File: src/rtl/multicycle_controller.sv
// Control unit for the multicycle ARM-subset datapath: main FSM, ALU decode,
// condition check with NZCV flags, and PC/register/memory write gating.
module multicycle_controller (
  input  logic       clk,
  input  logic       reset,
  input  logic [3:0] Cond,
  input  logic [1:0] Op,
  input  logic [5:0] Funct,
  input  logic [3:0] Rd,
  input  logic [3:0] ALUFlags,
  output logic       PCWrite,
  output logic       MemWrite,
  output logic       RegWrite,
  output logic       IRWrite,
  output logic       AdrSrc,
  output logic       ALUSrcA,
  output logic [1:0] ALUSrcB,
  output logic [1:0] ResultSrc,
  output logic [1:0] ImmSrc,
  output logic [1:0] RegSrc,
  output logic [1:0] ALUControl,
  output logic [3:0] State
);

  // state    | meaning
  // FETCH    | read instruction at PC, PC <= PC+4
  // DECODE   | read registers, compute PC+8, latch condition result
  // MEMADR   | compute load/store address
  // MEMREAD  | read data memory
  // MEMWB    | write loaded data to register file
  // MEMWRITE | write data memory
  // EXECUTER | ALU op with register operand
  // EXECUTEI | ALU op with immediate operand
  // ALUWB    | write ALU result to register file
  // BRANCH   | compute branch target, write PC
  typedef enum logic [3:0] {
    S_FETCH    = 4'd0,
    S_DECODE   = 4'd1,
    S_MEMADR   = 4'd2,
    S_MEMREAD  = 4'd3,
    S_MEMWB    = 4'd4,
    S_MEMWRITE = 4'd5,
    S_EXECUTER = 4'd6,
    S_EXECUTEI = 4'd7,
    S_ALUWB    = 4'd8,
    S_BRANCH   = 4'd9
  } state_t;

  typedef struct packed {
    logic       irwrite;
    logic       adrsrc;
    logic       alusrca;
    logic [1:0] alusrcb;
    logic [1:0] resultsrc;
    logic       aluop;
    logic       nextpc;
    logic       regw;
    logic       memw;
    logic       branch;
  } ctrl_t;

  state_t     state;
  state_t     state_nx;
  ctrl_t      ctrl;
  logic [3:0] flags;
  logic       condexl;
  logic       nowrite_l;
  logic       condex;
  logic       nowrite_dec;
  logic       arith;
  logic [1:0] alucontrol_d;
  logic [1:0] flagw;
  logic       pcs;

  function automatic ctrl_t ctrl_of(input state_t s);
    ctrl_t c;
    c = '0;
    case (s)
      S_FETCH: begin
        c.irwrite   = 1'b1;
        c.alusrca   = 1'b1;
        c.alusrcb   = 2'b10;
        c.resultsrc = 2'b10;
        c.nextpc    = 1'b1;
      end
      S_DECODE: begin
        c.alusrca   = 1'b1;
        c.alusrcb   = 2'b10;
        c.resultsrc = 2'b10;
      end
      S_MEMADR:   c.alusrcb = 2'b01;
      S_MEMREAD:  c.adrsrc  = 1'b1;
      S_MEMWB: begin
        c.resultsrc = 2'b01;
        c.regw      = 1'b1;
      end
      S_MEMWRITE: begin
        c.adrsrc = 1'b1;
        c.memw   = 1'b1;
      end
      S_EXECUTER: c.aluop = 1'b1;
      S_EXECUTEI: begin
        c.alusrcb = 2'b01;
        c.aluop   = 1'b1;
      end
      S_ALUWB:    c.regw = 1'b1;
      S_BRANCH: begin
        c.alusrcb   = 2'b01;
        c.resultsrc = 2'b10;
        c.branch    = 1'b1;
      end
      default: ;
    endcase
    return c;
  endfunction

  always_comb begin
    state_nx = S_FETCH;
    case (state)
      S_FETCH:  state_nx = S_DECODE;
      S_DECODE: begin
        case (Op)
          2'b00:   state_nx = Funct[5] ? S_EXECUTEI : S_EXECUTER;
          2'b01:   state_nx = S_MEMADR;
          2'b10:   state_nx = S_BRANCH;
          default: state_nx = S_FETCH;
        endcase
      end
      S_MEMADR:   state_nx = Funct[0] ? S_MEMREAD : S_MEMWRITE;
      S_MEMREAD:  state_nx = S_MEMWB;
      S_EXECUTER: state_nx = S_ALUWB;
      S_EXECUTEI: state_nx = S_ALUWB;
      default:    state_nx = S_FETCH;
    endcase
  end

  always_comb begin
    alucontrol_d = 2'b00;
    arith        = 1'b0;
    case (Funct[4:1])
      4'b0100: begin alucontrol_d = 2'b00; arith = 1'b1; end
      4'b0010: begin alucontrol_d = 2'b01; arith = 1'b1; end
      4'b0000: alucontrol_d = 2'b10;
      4'b1100: alucontrol_d = 2'b11;
      4'b1010: begin alucontrol_d = 2'b01; arith = 1'b1; end
      default: alucontrol_d = 2'b00;
    endcase
  end

  // NoWrite is latched in DECODE, before ALUOp is active, so decode it from the opcode directly
  assign nowrite_dec = (Op == 2'b00) && (Funct[4:1] == 4'b1010);
  assign ALUControl  = ctrl.aluop ? alucontrol_d : 2'b00;
  assign flagw       = ctrl.aluop ? {Funct[0], Funct[0] & arith} : 2'b00;

  always_comb begin
    condex = 1'b0;
    case (Cond)
      4'b0000: condex = flags[2];
      4'b0001: condex = ~flags[2];
      4'b0010: condex = flags[1];
      4'b0011: condex = ~flags[1];
      4'b0100: condex = flags[3];
      4'b0101: condex = ~flags[3];
      4'b0110: condex = flags[0];
      4'b0111: condex = ~flags[0];
      4'b1000: condex = flags[1] & ~flags[2];
      4'b1001: condex = ~flags[1] | flags[2];
      4'b1010: condex = (flags[3] == flags[0]);
      4'b1011: condex = (flags[3] != flags[0]);
      4'b1100: condex = ~flags[2] & (flags[3] == flags[0]);
      4'b1101: condex = flags[2] | (flags[3] != flags[0]);
      4'b1110: condex = 1'b1;
      default: condex = 1'b0;
    endcase
  end

  // Controls are registered from the next state so they line up with State
  always_ff @(posedge clk) begin
    if (reset) begin
      state     <= S_FETCH;
      ctrl      <= ctrl_of(S_FETCH);
      flags     <= 4'b0000;
      condexl   <= 1'b1;
      nowrite_l <= 1'b0;
    end else begin
      state <= state_nx;
      ctrl  <= ctrl_of(state_nx);
      if (state == S_DECODE) begin
        condexl   <= condex;
        nowrite_l <= nowrite_dec;
      end
      if ((state == S_EXECUTER) || (state == S_EXECUTEI)) begin
        if (flagw[1] && condexl) flags[3:2] <= ALUFlags[3:2];
        if (flagw[0] && condexl) flags[1:0] <= ALUFlags[1:0];
      end
    end
  end

  assign pcs       = ((Rd == 4'd15) && ctrl.regw) || ctrl.branch;
  assign PCWrite   = ctrl.nextpc | (pcs & condexl);
  assign RegWrite  = ctrl.regw & condexl & ~nowrite_l;
  assign MemWrite  = ctrl.memw & condexl;
  assign IRWrite   = ctrl.irwrite;
  assign AdrSrc    = ctrl.adrsrc;
  assign ALUSrcA   = ctrl.alusrca;
  assign ALUSrcB   = ctrl.alusrcb;
  assign ResultSrc = ctrl.resultsrc;
  assign ImmSrc    = Op;
  assign RegSrc    = {(Op == 2'b01), (Op == 2'b10)};
  assign State     = state;

endmodule

File: config.mk
export PLATFORM = sky130hd
export DESIGN_NAME = multicycle_controller
export DESIGN_NICKNAME = d
export VERILOG_FILES = /design/src/rtl/multicycle_controller.sv
export SDC_FILE = /design/constraint.sdc
export NUM_CORES = 1
export LEC_CHECK = 0
export CAP_MARGIN = 20
export CORE_UTILIZATION = 30
export CTS_CLUSTER_DIAMETER = 100
export DETAILED_ROUTE_END_ITERATION = 10
export PLACE_DENSITY = 0.58
export SETUP_SLACK_MARGIN = 0.4
export SLEW_MARGIN = 20
export SYNTH_ARGS = -nofsm -noshare
export SYNTH_HDL_FRONTEND = slang
export SYNTH_SLANG_ARGS = --single-unit
File: constraint.sdc
create_clock -name clk -period 4.7 [get_ports clk]
set_input_delay 1.41 -clock clk [delete_from_list [all_inputs] [get_ports clk]]
set_output_delay 1.41 -clock clk [all_outputs]
set_load 0.05 [all_outputs]
==> results of run 1 <==
report_power, final:
part           total (uW)  internal [uW]  switching [uW]
logic                 120           49.1            71.3
registers             187            178            8.98
clock network         140           86.2            54.2
total                 448            313             135
cell usage after synthesis:
cell        n
dfxtp_1    20
nor2_1     16
nand2_1    11
a21oi_1     8
inv_1       7
buf_4       6
o21ai_0     5
nor3_1      4
xor2_1      4
a21o_1      3
a221oi_1    3
and2b_1     3
mux2i_1     3
nand2b_1    3
nor2b_1     3
nor4_1      3
and2_1      2
and3_1      2
nand3_1     2
nand4_1     2
o22ai_1     2
xnor2_1     2
a31o_2      1
a41oi_1     1
buf_6       1
clkbuf_1    1
nand2b_4    1
nand4b_1    1
nor3b_1     1
o2111ai_1   1
o21a_1      1
o31ai_1     1
or3b_1      1
cells in the final DEF (no fill, tap or decap), types with 2 or more instances in the layout:
| cell | count |
|---|---|
| clkdlybuf4s50_1 | 36 |
| dfxtp_1 | 20 |
| nor2_1 | 16 |
| nand2_1 | 11 |
| a21oi_1 | 8 |
| inv_1 | 7 |
| o21ai_0 | 5 |
| xor2_1 | 4 |
| nor3_1 | 4 |
| buf_4 | 4 |
| and2b_1 | 3 |
| nand2b_1 | 3 |
| nor2b_1 | 3 |
| a21o_1 | 3 |
| nor4_1 | 3 |
| mux2i_1 | 3 |
| a221oi_1 | 3 |
| clkbuf_4 | 3 |
| and3_1 | 2 |
| and2_1 | 2 |
| o22ai_1 | 2 |
| nand3_1 | 2 |
| xnor2_1 | 2 |
| nand4_1 | 2 |
metrics by stage:
stage | instances | util, % | setup slack [ns] | hold slack, ns
final | 206 | 46.6 | 0.466 | 0.472
after global routing | 206 | 46.6 | 0.403 | 0.530
after CTS | 206 | 46.6 | 0.463 | 0.471
after detailed placement | 202 | 45.0 | 0.358 | 0.456
after global placement | 202 | 45.0 | 0.366 | 0.450
after floorplan | 125 | - | 0.655 | 0.432
logic make-up (layout without fill, tap and decap cells):
group                  count (synthesis)  count (layout)
buffers and inverters                 15              52
multiplexers                           3               3
flip-flops                            20              20
AO/OA/AOI/OAI                         26              26
AND/OR/NAND/NOR                       55              55
XOR/XNOR                               6               6
metal layers:
metal,share of wire (%),global-route usage [%]
met1,45,19.8
met2,48,23.2
met3,4.4,2.13
met4,2.3,8.44
met5,0,0
flip-flops by register name (all words and copies together) (netlist names):
signal / count
ctrl: 5
State: 4
flags: 4
ResultSrc: 2
ALUSrcA: 1
ALUSrcB: 1
AdrSrc: 1
condexl: 1
nowrite_l: 1
final cells by class:
class / instances / area, sq um
well taps: 44 / 55.1
clock inverters: 1 / 30.0
repair buffers: 41 / 399
fillers: 316 / 1680
clock buffers: 3 / 22.5
flip-flops and latches: 20 / 400
multi-input cells: 90 / 537
inverters: 7 / 26.3
worst reg2reg max path: stages, from the launching register on:
cell and delay, ns:
dfxtp_1 0.53, nand2_1 0.18, nor4_1 0.52, mux2i_1 0.24
nor2_1 0.05
worst paths after layout:
| kind | endpoint | depth (start not counted) |
|---|---|---|
| max reg2reg | flags[1] | 4 |
| max | ImmSrc[0] | 2 |
| min | nowrite_l | 2 |
| min reg2reg | nowrite_l | 2 |
==> run_results.csv, run 1 <==
group,metric,value,unit
critical_path,crit_type,"in -> out",
worst_hold_path,hp-class,"reg -> reg",
die,start_util,32.5,%
logic_synthesis,synth_nets,147,
clock_tree,cts-buffers-inserted,3,
logic_synthesis,synth_area_per_cell,8.19,sq um
logic_synthesis,yosys_warnings,0,
critical_path,slowest_delay,0.84,ns
critical_path,worst_r2r_startpoint,"State[1]",
clock_tree,cts_htree_levels,1,
die,core_area,3150,sq um
critical_path,worstSetupStartpointType,"input port",
logic_synthesis,ys_ff_latch,20,
critical_path,arrival,2.82,ns
timing,relSlewSlack,63.2,%
detailed_routing,drc,0,
flow_run,cap_violations,0,
detailed_routing,finalWirelength,2490,microns
timing,finalMaxSlewViolations,0,
timing,rsz0062_at_grt,"false",
placed_design,io_buffers,41,
logic_synthesis,synth_top_area_cell,"dfxtp_1",
global_routing,grt_antenna_before_repair,0,
clock_tree,post_cts_resized,1,
timing,fin_skew,0.00481,ns
global_routing,grt_usage,14.9,%
logic_synthesis,syn_inst,125,
final_layout,design_area,1470,sq um
global_routing,grt_overflow_total,0,
logic_synthesis,synth.cell_area,1020,sq um
die,dieArea,3650,sq um
final_layout,syn2layout_area_growth,43.6,%
timing,worst_slew_pin_slew,0.547,ns
detailed_routing,wire_per_inst,12.1,microns
logic_synthesis,synth_compound_gate_area_share,16.4,%
logic_synthesis,synth_top_family_by_area,"simple AND/OR/NAND/NOR gates",
global_routing,grt_max_degree,14,
logic_synthesis,synth_fa_ha_area_share,0,%
detailed_routing,firstDrtPassIters,4,
pwr,powerDensity,305,nW/um^2
logic_synthesis,synth-xor-area-share,5.13,%
timing,post-route-min-period,4.23,ns
logic_synthesis,synth_area_leaders,"dfxtp_1 (39%), nor2_1 (5.9%), buf_4 (4.4%)",
logic_synthesis,synth_top_cell_area_share,39.1,%
status,outcome,"finished clean",
timing,fmax,0.236,GHz
critical_path,crit_required,3.29,ns
die,die_h,60.4,microns
placed_design,placed_area,1420,sq um
detailed_routing,antenna_left,0,
timing,setup_viol,0,
final_layout,n_antenna_cell,0,
logic_synthesis,synth-simple-area-share,28.0,%
detailed_routing,num_vias,988,
timing,finalCritPeriodShare,90.1,%
die,num_rows,20,
critical_path,critPathSlowestCell,"clkdlybuf4s50_1",
placed_design,gp_congestion,0.834,
timing,fin_setup_tns,0,ns
pwr,ir_worst_vdd,0.100,mV
critical_path,startpoint,"Op[0]",
final_layout,fin_nets,185,
logic_synthesis,synth_cell_type_count,33,
logic_synthesis,yosysSeqAreaShare,39.1,%
critical_path,path_cells,"clkdlybuf4s50_1, clkdlybuf4s50_1",
clock_tree,cts_max_path_buffers,2,
clock_tree,cts_tree,"yes",
critical_path,crit_top_cell,"clkdlybuf4s50_1",
global_routing,grt_pass1_vias,889,
clock_tree,cts-root-buf,"clkbuf_4",
timing,hold_violations,0,
placed_design,hpwl,1910,microns
critical_path,critPathBufInv,2,
die,io_pins,42,
clock_tree,clkTransAtPathRegs,0.11,ns
logic_synthesis,synthMuxAreaShare,2.93,%
die,dieWidth,60.4,microns
pwr,fin_total_pwr,448,uW
clock_tree,cts_setup_buffers,0,
pwr,cellLeakagePower,0.000563,uW
clock_tree,insertion_delay,0.30,ns
detailed_routing,detail_route.iter0.violations,12,
critical_path,cp_max_fo,6,
critical_path,reg2reg_slack,3.06,ns
clock_tree,hold_buffers,0,
final_layout,final_layout_size_suffix_gt1_share,6.17,%
worst_hold_path,min_from,"nowrite_l",
detailed_routing,viasPerCell,4.80,
global_routing,grt_first_pass_wirelength,4030,microns
critical_path,cp-end-kind,"output pin",
critical_path,crit_family,"buffers and inverters",
clock_tree,clock-sinks,20,
No activity file was read; power rests on OpenSTA's default activity.
==> run 2, diff against run 1 <==
--- a/config.mk
+++ b/config.mk
@@ -6,10 +6,12 @@
 export NUM_CORES = 1
 export LEC_CHECK = 0
 export CAP_MARGIN = 20
-export CORE_UTILIZATION = 30
+export CELL_PAD_IN_SITES_DETAIL_PLACEMENT = 0
+export CELL_PAD_IN_SITES_GLOBAL_PLACEMENT = 2
+export CORE_UTILIZATION = 25
 export CTS_CLUSTER_DIAMETER = 100
 export DETAILED_ROUTE_END_ITERATION = 10
-export PLACE_DENSITY = 0.58
+export PLACE_DENSITY = 0.83
 export SETUP_SLACK_MARGIN = 0.4
 export SLEW_MARGIN = 20
 export SYNTH_ARGS = -nofsm -noshare
==> run 2 against run 1 <==
Compared with the run above:
- worst setup slack gained 0.0069 ns
- wire length grew 2.4%
- non-clock buffer count is the same
- via count shrank 1.1%
- register-to-register slack lost 0.15 ns
- maximum frequency grew 0.16%
- sequential cell count is the same
- clock skew shrank 0.0036 ns
- critical path type unchanged
==> run_results.csv, run 2 (synthesized netlist as in run 1, its figures left out) <==
group,metric,value,unit
timing,setup_viol,0,
critical_path,path_cells,"clkdlybuf4s50_1, clkdlybuf4s50_1",
critical_path,reg2reg_slack,2.91,ns
detailed_routing,finalWirelength,2550,microns
placed_design,pre_cts_ws,0.479,ns
clock_tree,hold_buffers,0,
final_layout,n_antenna_cell,0,
critical_path,reg2reg_to,"flags[1]",
worst_hold_path,holdPathStages,2,
critical_path,arrival,2.82,ns
timing,finalCritPeriodShare,89.9,%
pwr,ir_worst_vdd,0.245,mV
detailed_routing,drc,0,
final_layout,syn2layout_area_growth,45.8,%
pwr,cellLeakagePower,0.000569,uW
timing,hold_violations,0,
timing,hold-worst-slack,0.463,ns
timing,post-route-min-period,4.23,ns
final_layout,top_register,"ctrl",
die,core_area,3800,sq um
timing,fin_setup_tns,0,ns
clock_tree,cts_setup_buffers,0,
final_layout,fin_nets,185,
global_routing,grt_overflow_total,0,
global_routing,grt_usage,12.7,%
timing,fin_skew,0.00117,ns
global_routing,grt_max_degree,14,
timing,rsz0062_at_grt,"false",
detailed_routing,viasPerCell,4.65,
critical_path,critPathBufInv,2,
detailed_routing,num_vias,977,
die,dieArea,4350,sq um
detailed_routing,firstDrtPassIters,4,
die,num_rows,22,
clock_tree,insertion_delay,0.25,ns
final_layout,mostFrequentLayoutCell,"clkdlybuf4s50_1",
die,die_h,66.0,microns
worst_hold_path,min_from,"nowrite_l",
timing,relSlewSlack,53.6,%
global_routing,grt_pass1_vias,972,
critical_path,crit_required,3.29,ns
detailed_routing,wire_per_inst,12.1,microns
clock_tree,cts-buffers-inserted,3,
clock_tree,cts-root-buf,"clkbuf_8",
critical_path,cp-end-kind,"output pin",
die,start_util,26.9,%
final_layout,largest_reg_flops,5,
critical_path,critPathSlowestCell,"clkdlybuf4s50_1",
clock_tree,clkTransAtPathRegs,0.07,ns
detailed_routing,antenna_left,0,
timing,finalMaxSlewViolations,0,
clock_tree,cts_max_path_buffers,2,
timing,worst_slew_pin_slew,0.689,ns
critical_path,cp_max_fo,7,
clock_tree,post_cts_resized,0,
clock_tree,clock-sinks,20,
global_routing,grt_antenna_before_repair,0,
die,io_pins,42,
clock_tree,cts_tree,"yes",
critical_path,crit_top_cell,"clkdlybuf4s50_1",
critical_path,crit_type,"in -> out",
critical_path,reg2reg_depth,4,
placed_design,gp_congestion,0.848,
clock_tree,cts_htree_levels,1,
timing,setup_ws,0.473,ns
pwr,powerDensity,319,nW/um^2
global_routing,grt_first_pass_wirelength,4280,microns
critical_path,slowest_delay,0.84,ns
flow_run,cap_violations,0,
placed_design,io_buffers,41,
final_layout,final_layout_size_suffix_gt1_share,6.79,%
die,dieWidth,66.0,microns
critical_path,worstSetupStartpointType,"input port",
final_layout,final_cell_mix,"clkdlybuf4s50_1 (36), dfxtp_1 (20), nor2_1 (16)",
worst_hold_path,min_to,"nowrite_l",
worst_hold_path,hp-class,"reg -> reg",
critical_path,crit_family,"buffers and inverters",
critical_path,worst_r2r_startpoint,"State[1]",
placed_design,hpwl,2040,microns
final_layout,n_fill_cell,417,
detailed_routing,detail_route.iter0.violations,17,
timing,fmax,0.237,GHz
status,outcome,"finished clean",
[run 2: cell count changes in the layout (fill, tap and decap cells not counted), sizes merged]
cell         change
dlygate4sd2      -1
buf              +1
[run 2: final cells by class]
| cell class | instances | area (sq um) | area share, % |
|---|---|---|---|
| inverter | 7 | 26.3 | 1.76 |
| tap | 48 | 60.1 | 4.02 |
| clock buffer | 3 | 41.3 | 2.77 |
| clock inverter | 1 | 30.0 | 2.01 |
| multi-input combinational | 90 | 537 | 36.0 |
| timing repair buffer | 41 | 398 | 26.7 |
| sequential | 20 | 400 | 26.8 |
[run 2: worst max path at each step]
| stage | end | start | depth (start not counted) | slack, ns |
|---|---|---|---|---|
| after floorplan | ALUControl[1] | Funct[1] | 2 | 0.66 |
| after global placement | ImmSrc[1] | Op[1] | 2 | 0.48 |
| after detailed placement | ImmSrc[1] | Op[1] | 2 | 0.48 |
| after CTS | ImmSrc[1] | Op[1] | 2 | 0.47 |
| after global routing | ImmSrc[0] | Op[0] | 2 | 0.44 |
| final | ImmSrc[1] | Op[1] | 2 | 0.47 |
[run 2: metal layers]
layer,global-route usage [%],wire [microns],up-vias
met5,0,0,-
met4,3.19,33,0
met3,2.59,93,2
met2,22.4,1290,21
met1,15.4,1130,448
li1,-,-,506
[run 2: through the flow]
stage	util, %	total power, uW	cells	cell area [sq um]
2_1_floorplan	-	266	125	1020
6_report	39.3	477	210	1490
3_5_place_dp	37.4	312	206	1420
3_3_place_gp	37.4	312	206	1420
5_1_grt	39.3	499	210	1490
4_1_cts	39.3	482	210	1490
[run 2: power by group]
group / internal [uW] / switching, uW / total [uW]
clock: 114 / 55.7 / 169
combinational: 49.2 / 71.6 / 121
sequential: 178 / 8.74 / 187
total: 341 / 136 / 477
==> run 3, diff against run 2 <==
--- a/config.mk
+++ b/config.mk
@@ -8,11 +8,13 @@
 export CAP_MARGIN = 20
 export CELL_PAD_IN_SITES_DETAIL_PLACEMENT = 0
 export CELL_PAD_IN_SITES_GLOBAL_PLACEMENT = 2
+export CORE_MARGIN = 1.5
 export CORE_UTILIZATION = 25
 export CTS_CLUSTER_DIAMETER = 100
 export DETAILED_ROUTE_END_ITERATION = 10
 export PLACE_DENSITY = 0.83
 export SETUP_SLACK_MARGIN = 0.4
+export SKIP_LAST_GASP = 1
 export SLEW_MARGIN = 20
 export SYNTH_ARGS = -nofsm -noshare
 export SYNTH_HDL_FRONTEND = slang
==> run 3 against run 2 <==
Compared with the run above:
- first-iteration DRC count is 88% higher
- clock-buffer cell count is 1 higher
- total power is 9.0% lower
- die area is 3.1% higher
- critical path depth stayed put
- highest routed layer unchanged
==> run_results.csv, run 3 (synthesized netlist as in run 1, its figures left out) <==
group,metric,value,unit
detailed_routing,firstDrtPassIters,4,
global_routing,grt_max_degree,14,
flow_run,cap_violations,0,
critical_path,reg2reg_depth,4,
placed_design,place_inst,208,
critical_path,crit_top_cell,"clkdlybuf4s50_1",
critical_path,worst_r2r_startpoint,"State[1]",
timing,fmax,0.236,GHz
timing,setup_ws,0.471,ns
worst_hold_path,holdPathStages,2,
critical_path,reg2reg_slack,2.92,ns
clock_tree,cts_setup_buffers,0,
worst_hold_path,min_from,"nowrite_l",
clock_tree,clkTransAtPathRegs,0.07,ns
status,outcome,"finished clean",
critical_path,critPathSlowestCell,"clkdlybuf4s50_1",
pwr,powerDensity,293,nW/um^2
clock_tree,hold_buffers,0,
final_layout,n_antenna_cell,0,
detailed_routing,finalWirelength,2510,microns
timing,worst_slew_pin_slew,0.640,ns
global_routing,grt_first_pass_wirelength,4250,microns
timing,fin_setup_tns,0,ns
critical_path,worstSetupStartpointType,"input port",
critical_path,path_cells,"clkdlybuf4s50_1, clkdlybuf4s50_1",
global_routing,grt_usage,12.2,%
timing,post-route-min-period,4.23,ns
die,io_pins,42,
detailed_routing,viasPerCell,4.71,
clock_tree,cts-buffers-inserted,3,
global_routing,grt_pass1_vias,926,
timing,finalMaxSlewViolations,0,
die,core_area,3970,sq um
final_layout,final_layout_size_suffix_gt1_share,6.79,%
clock_tree,cts-root-buf,"clkbuf_8",
die,dieWidth,67.0,microns
placed_design,io_buffers,41,
timing,relSlewSlack,57.0,%
critical_path,crit_type,"in -> out",
critical_path,crit_family,"buffers and inverters",
clock_tree,cts_htree_levels,1,
die,dieArea,4490,sq um
final_layout,multi_input_area,537,sq um
critical_path,crit_required,3.29,ns
critical_path,startpoint,"Op[1]",
clock_tree,post_cts_resized,0,
placed_design,hpwl,2040,microns
clock_tree,insertion_delay,0.25,ns
pwr,cellLeakagePower,0.000563,uW
clock_tree,cts_max_path_buffers,2,
die,start_util,25.8,%
critical_path,critPathBufInv,2,
die,num_rows,23,
detailed_routing,drc,0,
final_layout,final_cell_mix,"clkdlybuf4s50_1 (36), dfxtp_1 (20), nor2_1 (16)",
critical_path,arrival,2.82,ns
placed_design,gp_congestion,0.816,
final_layout,syn2layout_area_growth,44.5,%
timing,setup_viol,0,
die,die_h,67.0,microns
global_routing,grt_antenna_before_repair,0,
detailed_routing,wire_per_inst,11.8,microns
critical_path,slowest_delay,0.84,ns
final_layout,mostFrequentLayoutCell,"clkdlybuf4s50_1",
critical_path,cp-end-kind,"output pin",
global_routing,grt_overflow_total,0,
detailed_routing,num_vias,999,
timing,finalCritPeriodShare,90.0,%
clock_tree,cts_tree,"yes",
detailed_routing,antenna_left,0,
critical_path,cp_max_fo,7,
final_layout,top_register,"ctrl",
clock_tree,clock-sinks,20,
worst_hold_path,hp-class,"reg -> reg",
final_layout,final_cells,212,
timing,fin_skew,0.00291,ns
pwr,ir_worst_vdd,0.198,mV
critical_path,reg2reg_to,"flags[1]",
timing,hold_violations,0,
timing,rsz0062_at_grt,"false",
final_layout,fin_nets,185,
detailed_routing,detail_route.iter0.violations,32,
final_layout,largest_reg_flops,5,
placed_design,pre_cts_ws,0.468,ns
final_layout,n_fill_cell,415,
worst_hold_path,min_to,"nowrite_l",
timing,hold-worst-slack,0.465,ns
final_layout,seqCellArea,400,sq um
-- run 3: how the worst max path moves through the flow --
stage	endpoint	slack (ns)	depth (start not counted)
after floorplan	ALUControl[1]	0.66	2
after global placement	ImmSrc[1]	0.49	2
after detailed placement	ImmSrc[1]	0.47	2
after CTS	ImmSrc[1]	0.47	2
after global routing	ImmSrc[1]	0.43	2
final	ImmSrc[1]	0.47	2
-- run 3: power by group --
group / internal [uW] / total, uW / leakage [uW] / switching, uW
clock network: 74.4 / 126 / 0.0000288 / 51.8
registers: 178 / 187 / 0.000163 / 8.56
logic: 49.2 / 121 / 0.000371 / 71.9
-- run 3: tightest hold or removal path: cells and delay by family (launching register included) --
kind / cells / cell delay [ns]
simple gates: 1 / 0.05
flops: 1 / 0.32
compound gates: 1 / 0.05
-- run 3: final cells by class --
type / instances / area share (%)
Tap cell: 50 / 4.23
Multi-Input combinational cell: 90 / 36.3
Clock buffer: 4 / 3.72
Timing Repair Buffer: 41 / 26.9
Sequential cell: 20 / 27.1
Inverter: 7 / 1.78
-- run 3: per-layer routing --
metal | track usage (%) | vias to the layer above | part of all wire, %
met5 | 0 | - | 0
met4 | 3.06 | 0 | 1.1
met3 | 2.53 | 2 | 4.6
met2 | 20.9 | 32 | 50
met1 | 15.5 | 459 | 45
li1 | - | 506 | -
-- run 3: stage by stage --
stage | total power (uW) | utilization, % | cell area [sq um]
final | 434 | 37.2 | 1480
after detailed placement | 312 | 35.9 | 1420
after floorplan | 266 | - | 1020
after CTS | 437 | 37.2 | 1480
after global routing | 458 | 37.2 | 1480
after global placement | 312 | 35.9 | 1420
